===== src/rtl/dac_ch_scheduler.sv =====
// dac_ch_scheduler
//   Shares one 4-channel TLC5620 serial DAC driver between four independent
//   requesters. Each channel keeps a shadow value and a pending flag; at every
//   driver frame boundary one pending channel is picked round-robin and its
//   command word is presented to the driver for the whole next frame.
//
// Ports
//   clk        system clock (shared with the DAC driver)
//   rst        synchronous reset, active-high
//   frame_tick one-cycle pulse in the driver's last frame cycle
//   req        per-channel write request (bit i = channel i)
//   req_data   channel i data on bits [DW*i+DW-1:DW*i]
//   req_rng    channel i range bit (0 = 1x, 1 = 2x)
//   cmd        command word {ch[1:0], rng, data[DW-1:0]} to the driver
//   grant      one-hot pulse: channel latched into cmd
//   done       one-hot pulse: granted channel's frame finished
//   pending    current pending flags
//   busy       high while a granted frame is in flight
module dac_ch_scheduler #(
    parameter int NCH = 4,
    parameter int DW  = 8
) (
    input  logic                clk,
    input  logic                rst,
    input  logic                frame_tick,
    input  logic [NCH-1:0]      req,
    input  logic [NCH*DW-1:0]   req_data,
    input  logic [NCH-1:0]      req_rng,
    output logic [DW+2:0]       cmd,
    output logic [NCH-1:0]      grant,
    output logic [NCH-1:0]      done,
    output logic [NCH-1:0]      pending,
    output logic                busy
);

    logic [DW-1:0]  shadow_data [NCH];
    logic [NCH-1:0] shadow_rng;
    logic [1:0]     ptr;
    logic [1:0]     inflight;

    logic           found;
    logic [1:0]     win;
    logic [1:0]     idx;
    logic [NCH-1:0] pending_next;

    function automatic logic [NCH-1:0] onehot(input logic [1:0] k);
        logic [NCH-1:0] v;
        v    = '0;
        v[k] = 1'b1;
        return v;
    endfunction

    // Round-robin search starting at the pointer; candidates are the
    // registered pending flags, so requests of this cycle are not eligible.
    always_comb begin
        found = 1'b0;
        win   = '0;
        idx   = '0;
        for (int j = 0; j < NCH; j++) begin
            idx = ptr + j[1:0];
            if (!found && pending[idx]) begin
                found = 1'b1;
                win   = idx;
            end
        end
    end

    // A same-cycle request on the winning channel keeps it pending: the new
    // value has already replaced the one being sent and must go out later.
    always_comb begin
        pending_next = pending | req;
        if (frame_tick && found && !req[win])
            pending_next[win] = 1'b0;
    end

    always_ff @(posedge clk) begin
        if (rst) begin
            cmd        <= '0;
            grant      <= '0;
            done       <= '0;
            pending    <= '0;
            busy       <= 1'b0;
            ptr        <= '0;
            inflight   <= '0;
            shadow_rng <= '0;
            for (int i = 0; i < NCH; i++)
                shadow_data[i] <= '0;
        end else begin
            grant <= '0;
            done  <= '0;
            // cmd only moves here, at the end of the driver's last frame
            // cycle, so it is stable for the whole following frame.
            if (frame_tick) begin
                if (busy)
                    done <= onehot(inflight);
                busy <= found;
                if (found) begin
                    cmd      <= {win, shadow_rng[win], shadow_data[win]};
                    grant    <= onehot(win);
                    ptr      <= win + 2'd1;
                    inflight <= win;
                end
            end
            for (int i = 0; i < NCH; i++) begin
                if (req[i]) begin
                    shadow_data[i] <= req_data[i*DW +: DW];
                    shadow_rng[i]  <= req_rng[i];
                end
            end
            pending <= pending_next;
        end
    end

endmodule


===== config.mk =====
export PLATFORM = sky130hd
export DESIGN_NAME = dac_ch_scheduler
export DESIGN_NICKNAME = d
export VERILOG_FILES = /design/src/rtl/dac_ch_scheduler.sv
export SDC_FILE = /design/constraint.sdc
export NUM_CORES = 1
export LEC_CHECK = 0
export CAP_MARGIN = 5
export CORE_MARGIN = 2
export CORE_UTILIZATION = 44
export CTS_CLUSTER_DIAMETER = 100
export DETAILED_ROUTE_END_ITERATION = 8
export PLACE_DENSITY = 0.81
export RECOVER_POWER = 50
export SETUP_SLACK_MARGIN = 0.15
export SYNTH_ARGS = -nofsm -noshare
export SYNTH_HDL_FRONTEND = slang
export SYNTH_SLANG_ARGS = --single-unit

===== constraint.sdc =====
create_clock -name clk -period 1.7 [get_ports clk]
set_input_delay 0.34 -clock clk [delete_from_list [all_inputs] [get_ports clk]]
set_output_delay 0.34 -clock clk [all_outputs]
set_load 0.02 [all_outputs]

==> out/results.md <==
- completed — status
- 0.347 — clock network fraction of total power
- 383 — placed insts
- 3.968 mW — Final Total Pwr
- 0.4520 — Starting Density
- 81.76 um — Horiz. Die Dim
- edfxtp_1, dfxtp_1, and2_1, mux2i_1, nor2_1 — top cells by area, synth
- 81.76 um — Die Height
- 0 — antenna violations before repair
- 0.9539 — Tcrit/Tclk final
- 1.634 nW — leak pwr
- 0.6167 GHz — Max Fclk
- 2.930 mW — Internal
- 3 — CTS H-Tree Depth
- 6927 um — total detailed-routing wirelength
- 0.9260 — Placer Congestion
- 62 — clk sinks
- 0.34 ns — insertion delay of the later-clocked pin in the worst-skew pair
- 0 — number of routed nets with antenna violations
- 0 — max-capacitance violation count
- 0 — number of failing hold endpoints at the final stage
- 0.2143 — GRT Util Overall
- 22 — pin count of the biggest net entering global routing
- 0.5870 — sequential-to-total area share from yosys stat
- register — startpoint class of the critical path
- 1.96 ns — required time worst endpoint
- 5.327 — Vias/cell
- 0 — grt total ovfl
- 0.7286 — worst relative slew slack
- 16.90 um — average detailed-routed wire length per instance
- 4386 um — post-detail-place hpwl
- 62 — post-synthesis register bit count
- 0.7771 mV — peak supply drop
- 0.4058 ns — Worst Max-Slew Pin Slew
- 410 — post-layout instance count excluding filler cells
- 10440 um — first-pass GRT wire length
- 0.07 ns — clock slew seen by the registers of the worst setup and hold paths
- 1.88 ns — data arrival at the endpoint of the critical path
- 987.8 mW/mm^2 — power density over the cells
- 36 — number of unique standard cell types used by synthesis
- 273 — synthesized net count
- 0 — yosys warns
- 51.03% — area overhead of the layout relative to synthesis
- edfxtp_1 — post-synth top area cell
- 0.006684 sq mm — die outline area
- 0 — Ant. Diodes
- 66 — IO buf count
- 9 — TritonCTS buffer count
- 0.002660 sq mm — cell area after synthesis
- clkbuf_8 — root buffer selected by CTS
- 0.2616 — switching part of the total
- 0.2746 — proportion of layout cells with a drive suffix above 1
- 11.57 sq um — per-instance average area after synthesis
- 0.205 — Comb power frac
- built — clock tree from TritonCTS
- 28 — placement row count
- 0.4820 ns — Hold Slack
- 0 — total count of max-transition violations in the final report
- 5 — detailed-router iteration count before antenna repair
- 0.004229 ns — Clock Skew
- 2184 — routed via count
- 2 — maximum number of buffers from clock root to sink
- 1.622 ns — Final min period
- 6 — highest fanout seen on the critical path
- 0.3612 — area share of the largest cell type after synthesis
- register to register — Hold WC Path Type
- 0 — setup violation total in the final timing report
- 0 — DRC errors left
- register to register — critical path class
- 67 — I/O pin cnt
- 230 — number of standard cells after synthesis
- register — Critical Path End Type
- 164 — number of violations reported at the end of detailed-routing iteration 0
- 0.448 — Flop pwr share
- 0.005886 sq mm — Core Box Area
- 2161 — number of global-route vias before repair
- yes — RSZ-0062 raised after global routing
- 1.038 mW — Net Sw Power
- 373 — Final Net Count
-- metrics by stage --
step | setup TNS, ns | setup slack (ns) | area, sq um | util
global placement | 0 | 0.002950 | 3541 | 0.6016
global route | -0.02004 | -0.01564 | 4018 | 0.6826
CTS | 0 | 0.09991 | 3896 | 0.6620
finish | 0 | 0.07838 | 4018 | 0.6826
detailed placement | -0.02011 | -0.01139 | 3541 | 0.6016
floorplan | 0 | 0.1557 | 2668 | -
-- metal layers --
layer / track usage / up-vias / share of wire
met5: 0 / - / 0
met4: 0.09833 / 0 / 0.026
met3: 0.06374 / 17 / 0.062
met2: 0.3699 / 99 / 0.52
met1: 0.2433 / 1038 / 0.39
li1: - / 1030 / -
-- critical path, stage by stage, from the launching register on --
cell and delay (ns):
dfxtp_4 0.36, buf_8 0.13, nand2b_4 0.07, o21ai_2 0.07
a211oi_4 0.34, buf_6 0.17, a21bo_1 0.23, a211oi_2 0.18
-- sequential cells by signal, indices dropped and copies added (netlist names) --
register     cells
shadow_data     32
cmd             10
busy             1
shadow_rng       4
done             4
pending          4
grant            4
ptr              2
inflight         1
-- Yosys cell counts, drive strengths merged --
master,number
clkbuf,5
edfxtp,32
mux2i,14
a21o,1
o21ai,6
a211oi,11
a21bo,5
nor4,3
a21boi,1
nor2b,6
a211o,1
inv,5
buf,3
o41ai,1
or2,4
nand2b,5
nand3b,5
nand2,9
nand3,4
o221ai,5
o22ai,1
nor2,25
and2,34
a221oi,4
a31oi,1
o21ba,1
a21oi,7
nor3,1
dfxtp,30
-- area by class of cell --
cell class	count	area (sq um)
fill	412	1868
tap	75	93.84
timing repair buffer	97	907.1
clock buffer	11	131.4
sequential	62	1584
multi-input combinational	155	1209
inverter	5	18.77
clock inverter	5	73.82
-- cell families (layout without fill, tap and decap cells) --
family,after synthesis,count (layout),synth area share
mux,14,14,0.05268
compound gates,45,45,0.1416
flops,62,62,0.5870
simple gates,96,96,0.1966
buf+inv,13,118,0.02211
-- layout by cell type, fill, tap and decap left out, types with 3 or more instances in the layout --
| cell | Yosys | final |
|---|---|---|
| a211oi_1 | 8 | 3 |
| a211oi_2 | 2 | 6 |
| a21bo_1 | 4 | 3 |
| a21oi_1 | 6 | 5 |
| a221oi_2 | 0 | 4 |
| and2_1 | 34 | 33 |
| buf_4 | 0 | 25 |
| buf_6 | 1 | 3 |
| clkbuf_8 | 0 | 9 |
| clkdlybuf4s50_1 | 0 | 41 |
| dfxtp_1 | 30 | 24 |
| dfxtp_4 | 0 | 6 |
| dlygate4sd2_1 | 0 | 24 |
| edfxtp_1 | 32 | 32 |
| inv_1 | 5 | 5 |
| mux2i_1 | 14 | 10 |
| mux2i_2 | 0 | 4 |
| nand2_1 | 9 | 8 |
| nand2b_4 | 0 | 3 |
| nand3_1 | 4 | 4 |
| nand3b_1 | 5 | 5 |
| nor2_1 | 24 | 22 |
| nor2b_1 | 6 | 3 |
| o21ai_0 | 5 | 4 |
| o221ai_2 | 0 | 3 |
| or2_2 | 4 | 4 |
-- power by group through the flow --
stage	logic, mW	registers (mW)	clock network [mW]
after floorplan	0.321	1.82	0
after global placement	0.662	1.79	0
after detailed placement	0.674	1.80	0
after CTS	0.744	1.77	1.38
after global routing	0.870	1.79	1.45
final	0.814	1.78	1.38
-- timing repair --
| item | in CTS | in global routing |
|---|---|---|
| hold buffers | 0 | 0 |
| gates resized for setup | 57 | 16 |
| buffers inserted | 4 | 7 |
| pin swaps | 5 | 10 |
| setup endpoints to repair | 38 | 16 |
-- path summary, 6_finish.rpt --
path	depth (start not counted)	slack [ns]	from	to
max reg2reg	7	0.08	pending[2]$_SDFF_PP0_	cmd[2]$_SDFFE_PP0P_
min reg2reg	1	0.48	cmd[10]$_SDFFE_PP0P_	done[1]$_SDFF_PP0_
max	7	0.08	pending[2]$_SDFF_PP0_	cmd[2]$_SDFFE_PP0P_
min	1	0.48	cmd[10]$_SDFFE_PP0P_	done[1]$_SDFF_PP0_
Note: power is estimated with default switching activity, not from simulation.
